<file path="src/rtl/ps2_scancode_decoder.sv">
// PS/2 scan-code consumer: pops bytes from the receiver FIFO and folds E0/F0
// prefixes into key events with repeat suppression, shift/caps and ASCII.
module ps2_scancode_decoder #(
  parameter int COUNT_W = 8
) (
  input  logic               clk,
  input  logic               clr,
  input  logic               ready,
  input  logic [7:0]         data,
  output logic               nextdata_n,
  output logic               key_valid,
  output logic [7:0]         key_code,
  output logic               key_ext,
  output logic               key_make,
  output logic               key_repeat,
  output logic [7:0]         key_ascii,
  output logic               key_held,
  output logic               shift,
  output logic               caps,
  output logic [COUNT_W-1:0] press_count
);

  typedef enum logic [1:0] {
    ST_IDLE = 2'd0,
    ST_POP  = 2'd1,
    ST_EMIT = 2'd2,
    ST_GAP  = 2'd3
  } state_t;

  state_t               state_r;
  logic [7:0]           byte_r;
  logic                 ext_pend_r;
  logic                 brk_pend_r;
  logic [7:0]           held_code_r;
  logic                 held_ext_r;
  logic                 held_valid_r;
  logic                 lshift_r;
  logic                 rshift_r;
  logic                 shift_r;
  logic                 caps_r;
  logic [COUNT_W-1:0]   press_count_r;
  logic                 nextdata_n_r;
  logic                 key_valid_r;
  logic [7:0]           key_code_r;
  logic                 key_ext_r;
  logic                 key_make_r;
  logic                 key_repeat_r;
  logic [7:0]           key_ascii_r;

  logic                 make_s;
  logic                 match_s;
  logic                 repeat_s;
  logic [7:0]           ascii_s;
  logic                 lshift_s;
  logic                 rshift_s;

  // Set-1-free scan-code set 2 to ASCII; letters fold to uppercase on request.
  function automatic logic [7:0] scan_to_ascii(input logic [7:0] code, input logic upper);
    logic [7:0] base;
    case (code)
      8'h1C: base = 8'h61;  8'h32: base = 8'h62;  8'h21: base = 8'h63;
      8'h23: base = 8'h64;  8'h24: base = 8'h65;  8'h2B: base = 8'h66;
      8'h34: base = 8'h67;  8'h33: base = 8'h68;  8'h43: base = 8'h69;
      8'h3B: base = 8'h6A;  8'h42: base = 8'h6B;  8'h4B: base = 8'h6C;
      8'h3A: base = 8'h6D;  8'h31: base = 8'h6E;  8'h44: base = 8'h6F;
      8'h4D: base = 8'h70;  8'h15: base = 8'h71;  8'h2D: base = 8'h72;
      8'h1B: base = 8'h73;  8'h2C: base = 8'h74;  8'h3C: base = 8'h75;
      8'h2A: base = 8'h76;  8'h1D: base = 8'h77;  8'h22: base = 8'h78;
      8'h35: base = 8'h79;  8'h1A: base = 8'h7A;
      8'h45: base = 8'h30;  8'h16: base = 8'h31;  8'h1E: base = 8'h32;
      8'h26: base = 8'h33;  8'h25: base = 8'h34;  8'h2E: base = 8'h35;
      8'h36: base = 8'h36;  8'h3D: base = 8'h37;  8'h3E: base = 8'h38;
      8'h46: base = 8'h39;
      8'h29: base = 8'h20;  8'h5A: base = 8'h0D;
      default: base = 8'h00;
    endcase
    if (upper && (base >= 8'h61) && (base <= 8'h7A)) begin
      scan_to_ascii = base - 8'h20;
    end else begin
      scan_to_ascii = base;
    end
  endfunction

  // Event decode of the latched byte against pending prefixes and held key.
  always_comb begin
    make_s   = ~brk_pend_r;
    match_s  = held_valid_r && (held_code_r == byte_r) && (held_ext_r == ext_pend_r);
    repeat_s = make_s && match_s;
    if (ext_pend_r) begin
      ascii_s = 8'h00;
    end else begin
      ascii_s = scan_to_ascii(byte_r, shift_r ^ caps_r);
    end
    if (!ext_pend_r && (byte_r == 8'h12)) begin
      lshift_s = make_s;
    end else begin
      lshift_s = lshift_r;
    end
    if (!ext_pend_r && (byte_r == 8'h59)) begin
      rshift_s = make_s;
    end else begin
      rshift_s = rshift_r;
    end
  end

  // Pop/decode sequencer and all event/state registers.
  always_ff @(posedge clk or posedge clr) begin
    if (clr) begin
      state_r       <= ST_IDLE;
      byte_r        <= 8'h00;
      ext_pend_r    <= 1'b0;
      brk_pend_r    <= 1'b0;
      held_code_r   <= 8'h00;
      held_ext_r    <= 1'b0;
      held_valid_r  <= 1'b0;
      lshift_r      <= 1'b0;
      rshift_r      <= 1'b0;
      shift_r       <= 1'b0;
      caps_r        <= 1'b0;
      press_count_r <= '0;
      nextdata_n_r  <= 1'b1;
      key_valid_r   <= 1'b0;
      key_code_r    <= 8'h00;
      key_ext_r     <= 1'b0;
      key_make_r    <= 1'b0;
      key_repeat_r  <= 1'b0;
      key_ascii_r   <= 8'h00;
    end else begin
      key_valid_r <= 1'b0;
      case (state_r)
        ST_IDLE: begin
          if (ready) begin
            byte_r       <= data;
            nextdata_n_r <= 1'b0;
            state_r      <= ST_POP;
          end
        end
        ST_POP: begin
          nextdata_n_r <= 1'b1;
          state_r      <= ST_EMIT;
        end
        ST_EMIT: begin
          state_r <= ST_GAP;
          case (byte_r)
            8'hE0: ext_pend_r <= 1'b1;
            8'hF0: brk_pend_r <= 1'b1;
            8'h00, 8'hFF: begin
              ext_pend_r <= 1'b0;
              brk_pend_r <= 1'b0;
            end
            default: begin
              key_valid_r  <= 1'b1;
              key_code_r   <= byte_r;
              key_ext_r    <= ext_pend_r;
              key_make_r   <= make_s;
              key_repeat_r <= repeat_s;
              key_ascii_r  <= ascii_s;
              ext_pend_r   <= 1'b0;
              brk_pend_r   <= 1'b0;
              lshift_r     <= lshift_s;
              rshift_r     <= rshift_s;
              shift_r      <= lshift_s | rshift_s;
              if (make_s && !match_s) begin
                held_code_r   <= byte_r;
                held_ext_r    <= ext_pend_r;
                held_valid_r  <= 1'b1;
                press_count_r <= press_count_r + {{(COUNT_W-1){1'b0}}, 1'b1};
                if (!ext_pend_r && (byte_r == 8'h58)) begin
                  caps_r <= ~caps_r;
                end
              end else if (!make_s && match_s) begin
                held_valid_r <= 1'b0;
              end
            end
          endcase
        end
        ST_GAP: begin
          state_r <= ST_IDLE;
        end
        default: begin
          state_r      <= ST_IDLE;
          nextdata_n_r <= 1'b1;
        end
      endcase
    end
  end

  assign nextdata_n  = nextdata_n_r;
  assign key_valid   = key_valid_r;
  assign key_code    = key_code_r;
  assign key_ext     = key_ext_r;
  assign key_make    = key_make_r;
  assign key_repeat  = key_repeat_r;
  assign key_ascii   = key_ascii_r;
  assign key_held    = held_valid_r;
  assign shift       = shift_r;
  assign caps        = caps_r;
  assign press_count = press_count_r;

endmodule

</file>
<file path="config.mk">
export PLATFORM = sky130hd
export DESIGN_NAME = ps2_scancode_decoder
export DESIGN_NICKNAME = d
export VERILOG_FILES = /design/src/rtl/ps2_scancode_decoder.sv
export SDC_FILE = /design/constraint.sdc
export NUM_CORES = 1
export LEC_CHECK = 0
export ABC_AREA = 1
export BUFFER_PORTS_ARGS = -buffer_cell sky130_fd_sc_hd__buf_2
export CAP_MARGIN = 25
export CORE_ASPECT_RATIO = 0.9
export CORE_MARGIN = 3
export CORE_UTILIZATION = 25
export CTS_CLUSTER_SIZE = 28
export DETAILED_ROUTE_END_ITERATION = 6
export PLACE_DENSITY_LB_ADDON = 0.25
export SYNTH_ARGS = -nofsm -noshare
export SYNTH_HDL_FRONTEND = slang
export SYNTH_SLANG_ARGS = --single-unit
</file>
<file path="constraint.sdc">
create_clock -name clk -period 2.2 [get_ports clk]
set_input_delay 0.22 -clock clk [delete_from_list [all_inputs] [get_ports clk]]
set_output_delay 0.22 -clock clk [all_outputs]
set_load 0.02 [all_outputs]
</file>
==> run_results.csv, run 1 <==
group,metric,value,unit
routing,vias,2999,
logic_synthesis,synth_fa_ha_area_frac,0.05356,
layout,diodes,0,
job,cap_viol_max_count,0,
routing,dr.first_iter.drc_count,148,
logic_synthesis,yosys_warnings,0,
place,detailed_place_hpwl,6.620,mm
timing,max_slew_margin,0.7302,
critical_path,cp-start-kind,"flop",
logic_synthesis,synth_xor_area_frac,0.03175,
routing,avgRoutedWirePerCell,13.52,um
global_routing,grt_usage,0.1237,
routing,viasPerCell,4.572,
critical_path,worstPathArrival,2.26,ns
layout,multi_input_area,1693,sq um
critical_path,critPathLaunch,"byte_r[0]",
routing,drcViolationCount,0,
timing,finClkSkew,0.009977,ns
die,rows,38,
layout,nNetsFinal,520,
min_path,hold_path.startpoint,"data[3]",
global_routing,grt_pass1_vias,2876,
logic_synthesis,synth.distinct_cells,40,
logic_synthesis,seq_area_frac_synth,0.4212,
routing,firstDrtPassIters,4,
global_routing,grt.overflow.total,0,
logic_synthesis,syn_avg_cell_area,7.714,sq um
clock_tree,numCtsBuffers,5,
layout,syn_to_final_growth,26.43,%
global_routing,antenna_found_initial,0,
min_path,hp-class,"in -> reg",
place,io_buffers,42,
clock_tree,clk_path_buf_depth,2,
clock_tree,cts_sinks,55,
timing,slew_violations,0,
layout,layout_commonest_cell,"nand2_1",
clock_tree,htree_levels,2,
logic_synthesis,synth_cells,424,
timing,fin_crit,2.075,ns
global_routing,grt_max_degree,56,
logic_synthesis,synth_nets,449,
logic_synthesis,synth-compound-area-share,0.1121,
pwr,power.leakage,2.118,nW
logic_synthesis,synth_top_family_by_area,"simple AND/OR/NAND/NOR gates",
die,chipHeight,114.5,um
die,die_x,126.6,um
clock_tree,worstSkewPairLatency,0.29,ns
critical_path,reg2reg_from,"byte_r[0]",
logic_synthesis,synth-simple-area-share,0.3011,
clock_tree,root_buffer,"clkbuf_16",
critical_path,required,2.38,ns
clock_tree,cts_tree,"done",
die,fp.dieArea,14490,sq um
die,start_util,0.2636,
pwr,max-vdd-ir-drop,592.9,uV
critical_path,crit_type,"reg -> reg",
timing,setup_viol,0,
routing,routed_wl,8.867,mm
logic_synthesis,postSynth.asyncResetShare,1.000,
layout,instances_no_fill,656,
run_status,outcome,"completed",
timing,worst_pin_slew,0.4029,ns
routing,ant_nets,0,
logic_synthesis,ys_ff_latch,55,
critical_path,crit_fanout,7,
timing,period_share,0.9430,
timing,fmax,0.4820,GHz
timing,rsz0062_at_grt,"true",
logic_synthesis,muxShareOfSynthArea,0,
pwr,finalPower,6.519,mW
clock_tree,clk_pin_slew_worst_paths,0.07,ns
pwr,power.density,1577,nW/um^2
layout,layout_common_cells,"nand2_1, dfrtp_1, buf_2",
critical_path,end_kind,"flop",
die,design.portCount,43,
timing,hold_viol,0,
layout,drive_above_1_share,0.2722,
place,place_inst,642,
layout,seqCellArea,1379,sq um
logic_synthesis,ys.flop_type,"dfrtp_1",
logic_synthesis,synth_area,3271,sq um
logic_synthesis,synth-edff-count,0,
global_routing,grt_pass1_wl,14.68,mm
die,core_area,12410,sq um
place,place_congestion,0.9296,
layout,fillers,1310,
## kinds of logic after synthesis
kind of cell               after synthesis
adders and majority gates               14
xor gates and xnor gates                11
and+or+nand+nor                        221
buffers and inverters                   59
AOI/OAI and AO/OA                       64
DFF                                     55
## state kept, by name, indices dropped and copies added, names as in the netlist, 2 cells and up
register,flops
byte_r,8
state_r,2
press_count,8
key_ascii,8
key_code,8
held_code_r,8
## path summary, 6_finish.rpt
| kind | end | slack (ns) | depth (start not counted) |
|---|---|---|---|
| worst max register to register | key_ascii[5] | 0.13 | 12 |
| worst min register to register | press_count[7] | 0.47 | 1 |
| min in group asynchronous | key_valid | 0.52 | 4 |
| worst max-delay path | key_ascii[5] | 0.13 | 12 |
| worst min-delay path | byte_r[3] | 0.13 | 3 |
| max in group asynchronous | nextdata_n | 1.37 | 4 |
## stage by stage
stage               cell area [sq um]  hold WS (ns)  setup TNS, ns    util  setup WS (ns)
floorplan                        3271        0.3410              0       -        0.02510
global placement                 3852        0.2935              0  0.3104        0.06008
detailed placement               3852        0.2985              0  0.3104        0.07088
CTS                              4018        0.1289              0  0.3238        0.05066
global route                     4135        0.1553       -0.06600  0.3332       -0.01977
finish                           4135        0.1302              0  0.3332         0.1254
## routing by layer
| layer | up-vias | global-route usage | wire (um) |
|---|---|---|---|
| li1 | 1516 | - | - |
| met4 | 0 | 0.02502 | 52 |
| met1 | 1389 | 0.1800 | 4442 |
| met5 | - | 0 | 0 |
| met2 | 88 | 0.1830 | 3822 |
| met3 | 6 | 0.03498 | 549 |
## Yosys cell counts, types with 3 or more instances
| master | number | area share |
|---|---|---|
| a21oi_1 | 11 | 0.017 |
| a22o_1 | 4 | 0.011 |
| buf_2 | 7 | 0.011 |
| buf_6 | 3 | 0.010 |
| dfrtp_1 | 54 | 0.41 |
| ha_1 | 14 | 0.054 |
| inv_1 | 35 | 0.040 |
| inv_2 | 8 | 0.0092 |
| nand2_1 | 141 | 0.16 |
| nand2_2 | 3 | 0.0057 |
| nand3_1 | 33 | 0.050 |
| nand4_1 | 5 | 0.0096 |
| nor2_1 | 18 | 0.021 |
| nor2_2 | 3 | 0.0057 |
| nor2_4 | 3 | 0.010 |
| nor3_1 | 4 | 0.0061 |
| o21ai_0 | 30 | 0.046 |
| o21ai_1 | 10 | 0.015 |
| or2_2 | 3 | 0.0057 |
| xnor2_1 | 4 | 0.011 |
| xor2_1 | 6 | 0.016 |
## final cells by class
cell class,count,area share
Clock buffer,6,0.03359
Clock inverter,2,0.003933
Inverter,45,0.04145
Multi-Input combinational cell,310,0.4094
Sequential cell,55,0.3334
Tap cell,160,0.04841
Timing Repair Buffer,78,0.1298
## critical path, cell delays in order (launching register included)
cell and delay (ns):
dfrtp_1 0.40, inv_2 0.08, ha_1 0.16, nor3b_2 0.37, nand3_1 0.17, nand2_2 0.13
a21oi_4 0.05, nand2_4 0.11, buf_4 0.17, nor2_4 0.07, buf_4 0.13, nand3_2 0.06
nand2_1 0.04
## power breakdown
part	switching, mW	internal, mW	leakage [nW]
clock network	0.357	0.455	0.0731
registers	0.324	1.43	0.703
logic	2.46	1.49	1.34
## timing repair
item,CTS,global route
setup endpoints to repair,0,15
hold endpoints to repair,54,0
hold buffers,1,0
setup buffers,0,5
gates resized for setup,0,20
Note: power is estimated with default switching activity, not from simulation.
==> inputs of run 2 (changes only) <==
--- a/config.mk
+++ b/config.mk
@@ -8,3 +8,3 @@
 export ABC_AREA = 1
-export BUFFER_PORTS_ARGS = -buffer_cell sky130_fd_sc_hd__buf_2
+export BUFFER_PORTS_ARGS = -buffer_cell sky130_fd_sc_hd__clkbuf_2
 export CAP_MARGIN = 25
@@ -12,3 +12,3 @@
 export CORE_MARGIN = 3
-export CORE_UTILIZATION = 25
+export CORE_UTILIZATION = 35
 export CTS_CLUSTER_SIZE = 28
--- a/constraint.sdc
+++ b/constraint.sdc
@@ -3,2 +3,2 @@
 set_output_delay 0.22 -clock clk [all_outputs]
-set_load 0.02 [all_outputs]
+set_load 0.005 [all_outputs]
==> run 2 against run 1 <==
  * Total power down 8.4%
  * Sequential share of layout area is 1.6 points higher
  * Maximum frequency grew 2.5%
  * Worst hold slack got worse by 0.0059 ns
  * Via count fell by 0.47%
  * Sequential cell count is the same
  * Critical path type unchanged
==> run_results.csv, run 2 (synthesis gave the netlist of run 1 again) <==
group,metric,value,unit
run_status,outcome,"completed",
critical_path,cp.depth,17,
global_routing,antenna_found_initial,0,
routing,avgRoutedWirePerCell,13.51,um
die,rows,32,
clock_tree,numCtsBuffers,5,
critical_path,cpMostUsedCell,"nand2_1",
pwr,power.leakage,2.051,nW
clock_tree,cts_sinks,55,
critical_path,crit_fanout,6,
pwr,finalPower,5.975,mW
critical_path,cp-start-kind,"flop",
routing,vias,2985,
clock_tree,worstSkewPairLatency,0.31,ns
global_routing,grt_pass1_vias,2924,
place,io_buffers,42,
global_routing,grt_pass1_wl,14.21,mm
critical_path,r2r_slack,0.18,ns
routing,viasPerCell,4.901,
critical_path,endpoint,"key_ascii[5]",
min_path,hp-class,"in -> reg",
die,design.portCount,43,
critical_path,crit_type,"reg -> reg",
layout,nNetsFinal,514,
die,start_util,0.3696,
layout,layout_commonest_cell,"nand2_1",
layout,syn_to_final_growth,20.70,%
timing,setup_tns,0,ns
critical_path,worstPathArrival,2.23,ns
die,die_x,107.9,um
global_routing,grt_usage,0.1633,
timing,finClkSkew,0.009372,ns
critical_path,cp_cell_sequence,"inv_2 > buf_4 > ha_1 > buf_4 > inv_1 > nand2_1 > nand2_1 > nand2_1 > nand2_1 > nand2_1 > nand2_1 > o21ai_2 > inv_1 > nand3_1 > nand3_1 > nand3_1 > nand2_1",
timing,rsz0062_at_grt,"false",
timing,hold_viol,0,
layout,instances_no_fill,609,
timing,fmax,0.4940,GHz
clock_tree,root_buffer,"clkbuf_8",
layout,layout_common_cells,"nand2_1, dfrtp_1, clkbuf_2",
routing,routed_wl,8.227,mm
layout,drive_above_1_share,0.2510,
die,core_area,8848,sq um
timing,slew_violations,0,
clock_tree,clk_path_buf_depth,2,
global_routing,grt.overflow.total,0,
place,place_inst,598,
clock_tree,clk_pin_slew_worst_paths,0.10,ns
pwr,max-vdd-ir-drop,659.2,uV
place,detailed_place_hpwl,6.403,mm
routing,ant_nets,0,
clock_tree,cts_tree,"done",
critical_path,crit_family,"simple AND/OR/NAND/NOR gates",
timing,period_share,0.9201,
job,cap_viol_max_count,0,
die,fp.dieArea,10540,sq um
critical_path,r2r_cells,17,
critical_path,required,2.40,ns
timing,fin_crit,2.024,ns
clock_tree,htree_levels,2,
critical_path,end_kind,"flop",
routing,firstDrtPassIters,5,
layout,diodes,0,
critical_path,crit_buf_inv,5,
timing,max_slew_margin,0.7474,
critical_path,crit_slowest_cell,"dfrtp_1",
critical_path,critPathLaunch,"byte_r[1]",
timing,worst_pin_slew,0.3755,ns
place,place_congestion,0.9208,
routing,dr.first_iter.drc_count,149,
die,chipHeight,97.71,um
critical_path,max_stage_delay,0.40,ns
critical_path,reg2reg_from,"byte_r[1]",
routing,drcViolationCount,0,
global_routing,grt_max_degree,24,
timing,setup_viol,0,
pwr,power.density,1514,nW/um^2
critical_path,worstReg2RegEnd,"key_ascii[5]",
timing,whs,0.1243,ns
## run 2: routing by layer
layer	GRT usage	vias up	wire, um
met3	0.03721	13	593
met1	0.2379	1364	3988
li1	-	1491	-
met4	0.03981	0	131
met5	0	-	0
met2	0.2457	117	3514
## run 2: where the power goes
group / switching [mW] / total, mW / internal, mW
clock network: 0.337 / 0.712 / 0.375
registers: 0.312 / 1.74 / 1.43
logic: 2.16 / 3.52 / 1.37
## run 2: metrics by stage
step                      utilization  cell area, sq um  setup WS [ns]
after floorplan                     -              3271        0.03747
after global placement         0.4256              3766         0.1259
after detailed placement       0.4256              3766         0.1079
after CTS                      0.4405              3897        0.09169
after global routing           0.4461              3948       0.004530
final                          0.4461              3948         0.1758
## run 2: what timing repair did
action / CTS / global route
setup endpoints to repair: 0 / 19
resized for setup: 0 / 12
endpoints found under the hold margin: 13 / 0
buffers inserted: 0 / 2
hold buffers: 1 / 0
## run 2: how the worst min path moves through the flow
stage / from / end / slack, ns / depth (start not counted)
floorplan: data[0] / byte_r[0] / 0.34 / 2
global placement: clr / key_ext / 0.18 / 2
detailed placement: clr / caps / 0.17 / 2
CTS: data[3] / byte_r[3] / 0.12 / 3
global route: data[7] / byte_r[7] / 0.12 / 3
finish: data[1] / byte_r[1] / 0.12 / 3
## run 2: area by class of cell
type	instances	area, sq um
fill	896	4901
clock inverter	2	38.79
tap	119	148.9
multi-input combinational	310	1664
sequential	55	1379
inverter	45	171.4
clock buffer	6	82.58
timing repair buffer	72	462.9
## run 2: worst register-to-register path, cell delays in order (launching register included)
cell     delay [ns]
dfrtp_1        0.40
inv_2          0.08
buf_4          0.15
ha_1           0.19
buf_4          0.13
inv_1          0.04
nand2_1        0.05
nand2_1        0.08
nand2_1        0.09
nand2_1        0.06
nand2_1        0.06
nand2_1        0.06
o21ai_2        0.14
inv_1          0.07
nand3_1        0.10
nand3_1        0.11
nand3_1        0.09
nand2_1        0.05
